File: config.mk
export PLATFORM = sky130hd
export DESIGN_NAME = wb_uart_fifo
export DESIGN_NICKNAME = d
export VERILOG_FILES = /design/src/rtl/wb_uart_fifo_pkg.sv /design/src/rtl/wb_uart_fifo_fifo.sv /design/src/rtl/wb_uart_fifo.sv
export SDC_FILE = /design/constraint.sdc
export NUM_CORES = 1
export LEC_CHECK = 0
export CORE_ASPECT_RATIO = 1.75
export CORE_MARGIN = 4
export CORE_UTILIZATION = 40
export CTS_BUF_LIST = sky130_fd_sc_hd__clkbuf_4 sky130_fd_sc_hd__clkbuf_8
export DETAILED_ROUTE_END_ITERATION = 7
export GPL_ROUTABILITY_DRIVEN = 0
export SLEW_MARGIN = 20
export SYNTH_ARGS = -nofsm -noshare
export SYNTH_HDL_FRONTEND = slang
export SYNTH_SLANG_ARGS = --single-unit
File: constraint.sdc
create_clock -name clk -period 5.5 [get_ports clk]
set_input_delay 1.1 -clock clk [delete_from_list [all_inputs] [get_ports clk]]
set_output_delay 1.1 -clock clk [all_outputs]
set_load 0.02 [all_outputs]
File: src/rtl/wb_uart_fifo_pkg.sv
// Shared definitions for the Wishbone UART: register map, STAT bit positions,
// serializer/deserializer state encodings and the sticky error flag bundle.
package wb_uart_fifo_pkg;

  localparam logic [1:0] ADDR_TX   = 2'd0;
  localparam logic [1:0] ADDR_RX   = 2'd1;
  localparam logic [1:0] ADDR_STAT = 2'd2;
  localparam logic [1:0] ADDR_DIV  = 2'd3;

  localparam int STAT_TX_EMPTY = 0;
  localparam int STAT_TX_FULL  = 1;
  localparam int STAT_TX_BUSY  = 2;
  localparam int STAT_RX_VALID = 3;
  localparam int STAT_RX_OVR   = 4;
  localparam int STAT_TX_OVF   = 5;
  localparam int STAT_FRM_ERR  = 6;

  localparam logic [1:0] TX_IDLE  = 2'd0;
  localparam logic [1:0] TX_START = 2'd1;
  localparam logic [1:0] TX_DATA  = 2'd2;
  localparam logic [1:0] TX_STOP  = 2'd3;

  localparam logic [1:0] RX_IDLE  = 2'd0;
  localparam logic [1:0] RX_START = 2'd1;
  localparam logic [1:0] RX_DATA  = 2'd2;
  localparam logic [1:0] RX_STOP  = 2'd3;

  typedef struct packed {
    logic frm_err;
    logic tx_ovf;
    logic rx_ovr;
  } err_flags_t;

endpackage

File: src/rtl/wb_uart_fifo_fifo.sv
// Synchronous FIFO holding bytes queued for transmission; the extra pointer MSB
// distinguishes full from empty when the index bits match.
module wb_uart_fifo_fifo #(
  parameter int WIDTH = 8,
  parameter int DEPTH = 16
) (
  input  logic             clk,
  input  logic             reset,
  input  logic             push,
  input  logic [WIDTH-1:0] push_data,
  input  logic             pop,
  output logic [WIDTH-1:0] pop_data,
  output logic             full,
  output logic             empty
);

  localparam int AW = $clog2(DEPTH);
  localparam logic [AW:0] PTR_ONE = 1;

  logic [WIDTH-1:0] mem [DEPTH];
  logic [AW:0]      wr_ptr;
  logic [AW:0]      rd_ptr;
  logic             do_push;
  logic             do_pop;

  assign empty    = (wr_ptr == rd_ptr);
  assign full     = (wr_ptr[AW] != rd_ptr[AW]) && (wr_ptr[AW-1:0] == rd_ptr[AW-1:0]);
  assign do_pop   = pop && !empty;
  // A pop on the same edge frees a slot, so a push into a full FIFO still lands.
  assign do_push  = push && (!full || do_pop);
  assign pop_data = mem[rd_ptr[AW-1:0]];

  always_ff @(posedge clk or negedge reset) begin
    if (!reset) begin
      wr_ptr <= '0;
      rd_ptr <= '0;
    end else begin
      if (do_push) wr_ptr <= wr_ptr + PTR_ONE;
      if (do_pop)  rd_ptr <= rd_ptr + PTR_ONE;
    end
  end

  always_ff @(posedge clk) begin
    if (do_push) mem[wr_ptr[AW-1:0]] <= push_data;
  end

endmodule

File: src/rtl/wb_uart_fifo.sv
// Wishbone UART peripheral: register file, FIFO-fed 8N1 transmitter and
// single-register receiver with sticky error flags.
module wb_uart_fifo
  import wb_uart_fifo_pkg::*;
#(
  parameter int FIFO_DEPTH  = 16,
  parameter int DIV_W       = 16,
  parameter int DIV_RESET   = 434,
  parameter int SYNC_STAGES = 2
) (
  input  logic             clk,
  input  logic             reset,
  input  logic             i_wb_cyc,
  input  logic             i_wb_stb,
  input  logic             i_wb_we,
  input  logic [1:0]       i_wb_addr,
  input  logic [DIV_W-1:0] i_wb_data,
  output logic             o_wb_ack,
  output logic             o_wb_stall,
  output logic [DIV_W-1:0] o_wb_data,
  input  logic             i_uart_rx,
  output logic             o_uart_tx
);

  localparam logic [DIV_W-1:0] DIV_ONE = 1;
  localparam logic [DIV_W-1:0] DIV_MIN = 2;

  logic             bus_acc, bus_wr, bus_rd, stat_wr, rx_read;
  logic             ack_q;
  logic [DIV_W-1:0] rdata_q, div_reg, div_eff;
  err_flags_t       flags;
  logic [7:0]       stat;

  logic             fifo_push, fifo_full, fifo_empty, tx_pop, tx_ovf_evt;
  logic [7:0]       fifo_data, tx_shift;
  logic [1:0]       tx_state;
  logic [DIV_W-1:0] tx_cnt, tx_div;
  logic [2:0]       tx_bit;
  logic             tx_line;

  logic [SYNC_STAGES-1:0] rx_sync;
  logic             rx_s, rx_prev, rx_store, rx_valid, rx_ovr_evt, frm_evt;
  logic [1:0]       rx_state;
  logic [DIV_W-1:0] rx_cnt, rx_div;
  logic [2:0]       rx_bit;
  logic [7:0]       rx_shift, rx_byte;

  assign bus_acc    = i_wb_cyc && i_wb_stb;
  assign bus_wr     = bus_acc && i_wb_we;
  assign bus_rd     = bus_acc && !i_wb_we;
  assign stat_wr    = bus_wr && (i_wb_addr == ADDR_STAT);
  assign rx_read    = bus_rd && (i_wb_addr == ADDR_RX);
  assign o_wb_ack   = ack_q && i_wb_cyc;
  assign o_wb_stall = 1'b0;
  assign o_wb_data  = rdata_q;
  assign o_uart_tx  = tx_line;
  assign div_eff    = (div_reg < DIV_MIN) ? DIV_MIN : div_reg;

  always_comb begin
    stat                = '0;
    stat[STAT_TX_EMPTY] = fifo_empty && (tx_state == TX_IDLE);
    stat[STAT_TX_FULL]  = fifo_full;
    stat[STAT_TX_BUSY]  = (tx_state != TX_IDLE);
    stat[STAT_RX_VALID] = rx_valid;
    stat[STAT_RX_OVR]   = flags.rx_ovr;
    stat[STAT_TX_OVF]   = flags.tx_ovf;
    stat[STAT_FRM_ERR]  = flags.frm_err;
  end

  // Register file: reads are captured on the accepting edge and shown with ack;
  // a new error event outranks a write-1-to-clear on the same edge.
  always_ff @(posedge clk or negedge reset) begin
    if (!reset) begin
      ack_q   <= 1'b0;
      rdata_q <= '0;
      div_reg <= DIV_W'(DIV_RESET);
      flags   <= '0;
    end else begin
      ack_q   <= bus_acc;
      rdata_q <= '0;
      if (bus_rd) begin
        case (i_wb_addr)
          ADDR_RX:   rdata_q <= DIV_W'(rx_byte);
          ADDR_STAT: rdata_q <= DIV_W'(stat);
          ADDR_DIV:  rdata_q <= div_reg;
          default:   rdata_q <= '0;
        endcase
      end
      if (bus_wr && (i_wb_addr == ADDR_DIV)) div_reg <= i_wb_data;
      flags.rx_ovr  <= (flags.rx_ovr  && !(stat_wr && i_wb_data[STAT_RX_OVR]))  || rx_ovr_evt;
      flags.tx_ovf  <= (flags.tx_ovf  && !(stat_wr && i_wb_data[STAT_TX_OVF]))  || tx_ovf_evt;
      flags.frm_err <= (flags.frm_err && !(stat_wr && i_wb_data[STAT_FRM_ERR])) || frm_evt;
    end
  end

  assign fifo_push  = bus_wr && (i_wb_addr == ADDR_TX);
  assign tx_pop     = !fifo_empty && ((tx_state == TX_IDLE) ||
                                      ((tx_state == TX_STOP) && (tx_cnt == '0)));
  assign tx_ovf_evt = fifo_push && fifo_full && !tx_pop;

  wb_uart_fifo_fifo #(.WIDTH(8), .DEPTH(FIFO_DEPTH)) u_tx_fifo (
    .clk       (clk),
    .reset     (reset),
    .push      (fifo_push),
    .push_data (i_wb_data[7:0]),
    .pop       (tx_pop),
    .pop_data  (fifo_data),
    .full      (fifo_full),
    .empty     (fifo_empty)
  );

  // Serializer: a pending byte is loaded from IDLE or straight out of the stop
  // bit, so queued bytes go out without an idle gap.
  always_ff @(posedge clk or negedge reset) begin
    if (!reset) begin
      tx_state <= TX_IDLE;
      tx_cnt   <= '0;
      tx_div   <= '0;
      tx_bit   <= '0;
      tx_shift <= '0;
      tx_line  <= 1'b1;
    end else if (tx_pop) begin
      tx_state <= TX_START;
      tx_div   <= div_eff;
      tx_cnt   <= div_eff - DIV_ONE;
      tx_shift <= fifo_data;
      tx_line  <= 1'b0;
    end else begin
      case (tx_state)
        TX_START: begin
          if (tx_cnt == '0) begin
            tx_state <= TX_DATA;
            tx_cnt   <= tx_div - DIV_ONE;
            tx_bit   <= '0;
            tx_line  <= tx_shift[0];
            tx_shift <= tx_shift >> 1;
          end else tx_cnt <= tx_cnt - DIV_ONE;
        end
        TX_DATA: begin
          if (tx_cnt == '0) begin
            tx_cnt <= tx_div - DIV_ONE;
            if (tx_bit == 3'd7) begin
              tx_state <= TX_STOP;
              tx_line  <= 1'b1;
            end else begin
              tx_bit   <= tx_bit + 3'd1;
              tx_line  <= tx_shift[0];
              tx_shift <= tx_shift >> 1;
            end
          end else tx_cnt <= tx_cnt - DIV_ONE;
        end
        TX_STOP: begin
          if (tx_cnt == '0) tx_state <= TX_IDLE;
          else              tx_cnt   <= tx_cnt - DIV_ONE;
        end
        default: tx_state <= TX_IDLE;
      endcase
    end
  end

  assign rx_s       = rx_sync[SYNC_STAGES-1];
  assign rx_store   = (rx_state == RX_STOP) && (rx_cnt == '0);
  assign rx_ovr_evt = rx_store && rx_valid && !rx_read;
  assign frm_evt    = rx_store && !rx_s;

  // Deserializer: the start bit is re-checked half a bit after the falling edge,
  // which rejects short glitches and centres every later sample in its bit.
  always_ff @(posedge clk or negedge reset) begin
    if (!reset) begin
      rx_sync  <= '1;
      rx_prev  <= 1'b1;
      rx_state <= RX_IDLE;
      rx_cnt   <= '0;
      rx_div   <= '0;
      rx_bit   <= '0;
      rx_shift <= '0;
      rx_byte  <= '0;
      rx_valid <= 1'b0;
    end else begin
      rx_sync <= {rx_sync[SYNC_STAGES-2:0], i_uart_rx};
      rx_prev <= rx_s;
      if (rx_store) begin
        rx_byte  <= rx_shift;
        rx_valid <= 1'b1;
      end else if (rx_read) rx_valid <= 1'b0;
      case (rx_state)
        RX_IDLE: begin
          if (rx_prev && !rx_s) begin
            rx_state <= RX_START;
            rx_div   <= div_eff;
            rx_cnt   <= (div_eff >> 1) - DIV_ONE;
          end
        end
        RX_START: begin
          if (rx_cnt == '0) begin
            if (!rx_s) begin
              rx_state <= RX_DATA;
              rx_cnt   <= rx_div - DIV_ONE;
              rx_bit   <= '0;
            end else rx_state <= RX_IDLE;
          end else rx_cnt <= rx_cnt - DIV_ONE;
        end
        RX_DATA: begin
          if (rx_cnt == '0) begin
            rx_shift <= {rx_s, rx_shift[7:1]};
            rx_cnt   <= rx_div - DIV_ONE;
            if (rx_bit == 3'd7) rx_state <= RX_STOP;
            else                rx_bit   <= rx_bit + 3'd1;
          end else rx_cnt <= rx_cnt - DIV_ONE;
        end
        RX_STOP: begin
          if (rx_cnt == '0) rx_state <= RX_IDLE;
          else              rx_cnt   <= rx_cnt - DIV_ONE;
        end
        default: rx_state <= RX_IDLE;
      endcase
    end
  end

endmodule

# == Word level (Yosys, flattened, before mapping) ==
# Memory sizes are Yosys's and may differ from the RTL's.
# Cells that the tools add are included.
# Widths: inputs -> output; s select.
# word_totals
out_inout_bits,19
word_cells,180
register_bits,149
mem_count,1
ramBits,128
in_bits,24
# mem_list
memory,depth,width,rd,rd_clocked_by_memory_dff,wr,line,rtl
u_tx_fifo.mem,16,8,1,0,1,wb_uart_fifo_fifo.sv:20,logic [WIDTH-1:0] mem [DEPTH];
# op_classes
muxes,49
n_reduce_logical,63
magnitude_cmp,1
n_eq_ne,32
addsub,10
bitwise_logic,1
# ops
operator,count
$mux 16,10
$sub 16x1->16 const B,5
$pmux 16 s4,1
$pmux 16 s3,1
$logic_not 16->1,2
$mux 8,4
$pmux 16 s2,1
$logic_and 1x1->1,27
$mux 2,11
$mux 3,7
$ne 2x2->1 const B,10
$ne 3x3->1 const B,6
$lt 16x2->1 const B,1
$pmux 8 s2,1
$sub 15x1->16 const B,1
$reduce_and 5->1,3
$eq 2x2->1 const B,6
$pmux 3 s2,2
$add 5x1->5 const B,2
$logic_not 1->1,9
$mux 1,8
$pmux 2 s4,1
$reduce_and 4->1,2
$reduce_bool 2->1,4
17 further kinds,31

# == Depth between registers and ports, before layout ==
# Gate-level depths: netlist of run 1.
# logic_depth
ltp_word,9
ltp_mapped,12
depth_no_buf,11

# == Hierarchy ==
# Synthesis of run 1 repeated with hierarchy kept, for this count alone.
# hier_totals
cells_unflattened,1145
area_unflattened_um2,13730.7
# modules_own_cells
module,area_per_inst_um2,n_inst,cells_per_inst
wb_uart_fifo,8180.3,1,877
wb_uart_fifo_fifo,5550.3,1,268

# == Worst setup path after synthesis of run 1 ==
# No wires, ideal clock.
# synth_timing
kind,register to register
start,register tx_cnt[2]
end,"memory u_tx_fifo.mem[0][0], enable pin"
setup_slack_ns,2.196
arrival_time_ns,2.920
path_stages_with_launch,8
n_path_buf,1
required_ns,5.117
path_cell_list,dfrtp_1 -> or4_1 -> buf_2 -> nor4_4 -> a31oi_4 -> a2111oi_4 -> nand2_2 -> nor3_1
# synth_between
elab_chain_cells,9
# synth_rtl
element,line,rtl
start: declaration,wb_uart_fifo.sv:37,"logic [DIV_W-1:0] tx_cnt, tx_div;"
start signal: assignment,wb_uart_fifo.sv:125,tx_cnt <= div_eff - DIV_ONE;
start signal: assignment,wb_uart_fifo.sv:133,tx_cnt <= tx_div - DIV_ONE;
start signal: assignment,wb_uart_fifo.sv:137,end else tx_cnt <= tx_cnt - DIV_ONE;
$logic_not 16->1,wb_uart_fifo.sv:98,((tx_state == TX_STOP) && (tx_cnt == '0)));
$logic_and 1x1->1,wb_uart_fifo.sv:98,
$logic_or 1x1->1,wb_uart_fifo.sv:97,assign tx_pop = !fifo_empty && ((tx_state == TX_IDLE) ||
$logic_and 1x1->1,wb_uart_fifo.sv:97,
$logic_and 1x1->1,wb_uart_fifo_fifo.sv:28,assign do_pop = pop && !empty;
$logic_or 1x1->1,wb_uart_fifo_fifo.sv:30,assign do_push = push && (!full || do_pop);
$logic_and 1x1->1,wb_uart_fifo_fifo.sv:30,
$mux 1,wb_uart_fifo_fifo.sv:44,if (do_push) mem[wr_ptr[AW-1:0]] <= push_data;
$mux 1 (not written as such),wb_uart_fifo_fifo.sv:44,
end: declaration,wb_uart_fifo_fifo.sv:20,
# Every way passes these cells.

# == Final worst setup path of run 1 ==
# layout_timing
start,register tx_cnt[2]
end,"memory u_tx_fifo.mem[2][0], enable pin"
# The elaborated chain is that of the path after synthesis.

==> results by group, run 1 <==
Status
  – Outcome: finished clean

Clocking
  – CTS tree: done
  – Post-CTS sizing: 0
  – Root buffer cell: clkbuf_8
  – CTS H-tree depth: 2
  – Clk Latency, worst-skew pair: 590 ps
  – Cts hold-fix bufs: 0
  – Post-CTS setup buffer count: 0
  – Clock transition at path regs: roughly 60 ps
  – CTS Buf Count: 42
  – Clock sink count: 277
  – Bufs on Longest Clock Path: 3

Global routing
  – First-pass GRT wire length: ~53000 µm
  – Largest net degree at the start of global routing: 62
  – Vias in the first global route: 9134
  – Total track usage: 18.7%
  – Gr ovfl total: 0
  – Initial antenna violation count: 1

Setup path
  – CP cell instances: or4_1 > nor4_4 > a31oi_4 > a2111oi_4 > nand2_2 > nor3_1
  – Critical Path End Type: flip-flop
  – Critical path fanouts, max: 9
  – Worst reg2reg path depth: 6
  – RR Endpoint: u_tx_fifo.mem[2][0]$_DFFE_PP_
  – CP arrival: 4240 ps
  – Reg2reg start: tx_cnt[2]$_DFFE_PN0P_
  – Crit path largest cell delay: 800 ps
  – Crit path buf inv count: 0
  – Worst setup path class: reg2reg
  – Worst setup SP type: flip-flop
  – Worst Path Required: 5710 ps
  – Slowest-stage cell, CP: nor3_1
  – CP delay by family, top: simple AND/OR/NAND/NOR gates
  – Reg2reg setup slack: ~1500 ps

STA
  – Clock Skews: 37.8 ps
  – Hold Fails Final Rpt: 0
  – RSZ-0062 raised after global routing: false
  – Sum Neg Setup Slack: 0 ps
  – Endpoints failing setup: 0
  – Crit path time final: 4020 ps
  – Fmax: 0.249 GHz
  – Fin crit share: 73.1%
  – Slew Limit Fails: 0
  – Slew @ Worst Pin: 989 ps
  – Relative slew margins: 33.6%
  – Fin Hold WS: 355 ps

Floorplan
  – Site Rows: 88
  – IO Pins: 43
  – Die H: 250 µm
  – Die X-Extent: 146 µm
  – Die ar.: 0.0366 mm²
  – Initial Util: 40.6%
  – Total core area: 0.0330 mm²

Route
  – Initial DRT Pass Iterations: 5
  – WL final: 34200 µm
  – Vias per Instance: between 5 and 6
  – Residual DRC: 0
  – Post-route ant nets: 0
  – Met2 WL post-DR: 19500 µm
  – Vias post-DR: 8860
  – Top routing layer used: met4
  – Met3 routed WL: ~1000 µm
  – WL met1: approximately 12000 µm
  – Wire length per cell: around 22 µm
  – DRT iter0 DRCs: 400

Logic synthesis
  – Synth Area in XOR/XNOR: 4.57%
  – Syn Nets: 1156
  – Yosys cell types: 73
  – Synth Area in Simple Gates: 13.1%
  – Synth Flop Type: dfrtp_1
  – Syn Inst Count: 1109
  – Largest family of logic cells by synthesized area: simple AND/OR/NAND/NOR gates
  – Seq cells post-synth: 277
  – Post-synth EDFFs: around 130
  – Yosys warns: 0
  – Compound-cell area share of the yosys netlist: under 10%
  – Sequential area share after synthesis: 56.6%
  – Share of the synthesized area in the top cell type: 28.7%
  – Synth Area in Adders: about 2.1%
  – Post-synthesis async set-or-reset flop share: 53.8%
  – Largest cells by area after synthesis: edfxtp_1 (29%), dfrtp_1 (26%), mux4_2 (6.7%)
  – Synth Area per Inst: roughly 12 µm²
  – Cell Area, Synth: 0.0134 mm²
  – Post-synthesis mux area share: 12.6%
  – Largest area contributor in the netlist: edfxtp_1

Place
  – PortBufs: 41
  – Post-DP HPWL: 24700 µm
  – Placed Area: around 0.014 mm²
  – Placed cells: 1502

Final layout
  – Largest register FFs: 128
  – Share of cells above drive strength 1: 17.8%
  – Area grow syn2layout: 12.3%
  – Final Instance Count excl. Fillers: ~1600
  – Commonest non-fill, non-tap cell in the layout: dfrtp_1
  – Most frequent cells in the layout: dfrtp_1 (139), edfxtp_1 (128), nand2_1 (125), nor2_1 (72), o21ai_0 (59)
  – Post-route cell area: between 0.015 and 0.02 mm²
  – Nets@finish: 1188

Worst hold path
  – HP Start: rx_sync[0]$_DFF_PN1_
  – Worst hold path class: reg2reg
  – Hold endpoint: rx_sync[1]$_DFF_PN1_
  – Hold depth: 0

Job
  – Max cap viols: 0

Power and ir drop
  – PwrDens: ~500 mW/mm²
  – Peak supply drop: 0.261 mV
  – P_leak: 5.70 nW
[worst register-to-register path: stages (launching register included)]
cell and delay, ps:
dfrtp_1 440, or4_1 720, nor4_4 420, a31oi_4 260, a2111oi_4 800, nand2_2 230, nor3_1 800
[worst max path at each step]
stage	cells after the start	slack, ps	to	from
global placement	4	1430	u_tx_fifo.mem[0][3]$_DFFE_PP_	i_wb_addr[1]
finish	6	1480	u_tx_fifo.mem[2][0]$_DFFE_PP_	tx_cnt[2]$_DFFE_PN0P_
floorplan	7	2200	u_tx_fifo.mem[0][0]$_DFFE_PP_	tx_cnt[2]$_DFFE_PN0P_
global route	6	1170	u_tx_fifo.mem[2][4]$_DFFE_PP_	tx_cnt[2]$_DFFE_PN0P_
detailed placement	4	1290	u_tx_fifo.mem[0][7]$_DFFE_PP_	i_wb_addr[1]
CTS	6	1410	u_tx_fifo.mem[0][4]$_DFFE_PP_	tx_cnt[2]$_DFFE_PN0P_
[stage by stage]
stage | power [W] | setup slack (ps) | util, %
CTS | 0.00762 | 1410 | 45.5
floorplan | 0.00496 | 2200 | -
finish | 0.00756 | 1480 | 45.6
global placement | 0.00577 | 1430 | 42.9
detailed placement | 0.00581 | 1290 | 42.9
global route | 0.00804 | 1170 | 45.6
[final cells by class]
type	count	area [µm²]
sequential	277	7580
clock inverter	17	156
tap	405	507
fill	3018	18000
clock buffer	60	726
inverter	35	131
timing repair buffer	49	472
multi-input combinational	736	5480
antenna	1	2.50
[per-layer routing]
| layer | track usage (%) | vias up |
|---|---|---|
| met5 | 0 | - |
| met4 | 9.58 | 0 |
| met3 | 2.41 | 89 |
| met2 | 36.0 | 201 |
| met1 | 19.5 | 4424 |
| li1 | - | 4146 |
[where the power goes]
| group | switching [W] | internal [W] |
|---|---|---|
| Combinational | 0.00158 | 0.00115 |
| Clock | 0.000818 | 0.000960 |
| Sequential | 0.000515 | 0.00253 |
[cell usage after synthesis, types with 31 or more instances]
cell,number
dfrtp_1,140
edfxtp_1,128
nand2_1,125
nor2_1,73
o21ai_0,60
clkbuf_1,52
mux2_2,52
mux4_2,40
xor2_1,36
xnor2_1,34
a21oi_1,33
inv_1,33
nor3_1,31
[cells by family after synthesis]
logic type	after synthesis
and+or+nand+nor	358
DFF	277
AOI/OAI and AO/OA	172
muxes	112
buffers and inverters	96
xor gates and xnor gates	70
adders and majority gates	23
other	1
Note: power is estimated with default switching activity, not from simulation.
==> inputs of run 2 (changes only) <==
==> constraint.sdc (replaced) <==
create_clock -name clk -period 3.8 [get_ports clk]
set_input_delay 0.76 -clock clk [delete_from_list [all_inputs] [get_ports clk]]
set_output_delay 0.76 -clock clk [all_outputs]
set_load 0.02 [all_outputs]
==> results by group, run 2 (synthesized netlist as in run 1, its figures left out) <==
Setup path
  – Worst setup path class: reg2reg
  – Worst setup SP type: flip-flop
  – Reg2reg setup slack: 570 ps
  – Slowest-stage cell, CP: or4b_2
  – Critical Path End Type: flip-flop
  – Critical path fanouts, max: 10
  – Worst reg2reg path depth: 10
  – CP cell instances: or4_1 > nor3_1 > a21oi_1 > ha_1 > or4b_2 > or2_2 > nor4_1 > nand2_1 > xor2_1 > a22oi_1
  – Worst Path Required: 4270 ps
  – Crit path largest cell delay: 650 ps
  – CP arrival: 3700 ps

Route
  – Initial DRT Pass Iterations: 5
  – Residual DRC: 0
  – DRT iter0 DRCs: 475
  – Vias post-DR: 9096
  – Post-route ant nets: 0
  – Vias per Instance: 5.64
  – WL final: 34700 µm
  – Wire length per cell: between 20 and 25 µm

Clocking
  – Clk Latency, worst-skew pair: 580 ps
  – Clock transition at path regs: 70 ps
  – Root buffer cell: clkbuf_8
  – Clock sink count: between 200 and 300
  – CTS Buf Count: 43
  – Cts hold-fix bufs: 0
  – Post-CTS sizing: 0
  – CTS tree: done
  – Post-CTS setup buffer count: 0
  – Bufs on Longest Clock Path: 3
  – CTS H-tree depth: 2

Final layout
  – Area grow syn2layout: 14.4%
  – Share of cells above drive strength 1: 19.9%
  – Largest register FFs: 128
  – Most frequent cells in the layout: dfrtp_1 (139), edfxtp_1 (128), nand2_1 (125), nor2_1 (72), o21ai_0 (59)
  – Nets@finish: between 1000 and 1500
  – Post-layout util: 46.4%
  – Commonest non-fill, non-tap cell in the layout: dfrtp_1

STA
  – Fin crit share: a little over four fifths
  – RSZ-0062 raised after global routing: false
  – Fin Hold WS: 211 ps
  – Endpoints failing setup: 0
  – Crit path time final: roughly 3200 ps
  – Clock Skews: 32.0 ps
  – Relative slew margins: between 40% and 50%
  – Fmax: 0.310 GHz
  – Worst setup margin: 570 ps
  – Sum Neg Setup Slack: 0 ps
  – Slew Limit Fails: 0
  – Hold Fails Final Rpt: 0
  – Slew @ Worst Pin: around 900 ps

Job
  – Max cap viols: 0

Global routing
  – Gr ovfl total: 0
  – First-pass GRT wire length: roughly 54000 µm
  – Largest net degree at the start of global routing: roughly 70
  – Vias in the first global route: 9337
  – Total track usage: 18.9%
  – Initial antenna violation count: 1

Place
  – Post-place setup slack: 579 ps
  – Post-DP HPWL: 25200 µm
  – PortBufs: roughly 40

Floorplan
  – Die ar.: 0.0366 mm²
  – Die H: roughly 250 µm
  – Die X-Extent: around 150 µm
  – Site Rows: 88
  – Initial Util: 40.6%
  – IO Pins: 43
  – Total core area: between 0.03 and 0.04 mm²

Power and ir drop
  – Overall Power: 0.0111 W
  – Peak supply drop: 0.361 mV
  – PwrDens: 724 mW/mm²
  – P_leak: 5.89 nW

Status
  – Outcome: finished clean

Worst hold path
  – Worst hold path class: in2async
run 2: cell types whose count changed in the layout (fill, tap and decap cells not counted), moves of 2 or more:
cell | before | now
clkbuf_8 | 44 | 47
clkinv_2 | 6 | 10
buf_4 | 8 | 41
buf_12 | 0 | 2
clkbuf_4 | 16 | 8
run 2: worst paths after layout:
check,from,end
min in group clk,rx_sync[0]$_DFF_PN1_,rx_sync[1]$_DFF_PN1_
max in group asynchronous,reset,div_reg[7]$_DFFE_PN1P_
worst max-delay path,div_reg[7]$_DFFE_PN1P_,tx_cnt[15]$_DFFE_PN0P_
worst max register to register,div_reg[7]$_DFFE_PN1P_,tx_cnt[15]$_DFFE_PN0P_
worst min register to register,rx_sync[0]$_DFF_PN1_,rx_sync[1]$_DFF_PN1_
worst min-delay path,reset,tx_cnt[14]$_DFFE_PN0P_
run 2: metrics by stage:
stage	cell area, µm²	std cells
floorplan	13400	1109
global placement	14400	1537
detailed placement	14400	1537
CTS	15300	1613
global route	15300	1614
finish	15300	1614
run 2: layer usage:
metal | track usage [%] | up-vias | part of all wire, %
met5 | 0 | - | 0
met4 | 10.7 | 0 | 6.0
met3 | 2.57 | 100 | 3.3
met2 | 36.4 | 237 | 56
met1 | 19.2 | 4546 | 34
li1 | - | 4213 | -
run 2: layout make-up:
cell class	count	area (µm²)
fillers	3011	17700
diodes	1	2.50
inverters	35	131
clock inverters	21	183
flip-flops and latches	277	7580
repair buffers	84	759
multi-input cells	736	5460
clock buffers	55	707
well taps	405	507
run 2: worst max-delay path: cells and delay by family (launching register included):
| family | cells | cell delay, ps |
|---|---|---|
| AO/OA/AOI/OAI | 2 | 360 |
| XOR/XNOR | 1 | 160 |
| adder cells (fa/ha/maj) | 1 | 240 |
| flip-flops | 1 | 640 |
| AND/OR/NAND/NOR | 6 | 1730 |
run 2: report_power, final:
part | internal (W) | switching [W] | total [W]
sequential | 0.00366 | 0.000727 | 0.00439
combinational | 0.00177 | 0.00235 | 0.00411
clock | 0.00143 | 0.00117 | 0.00260
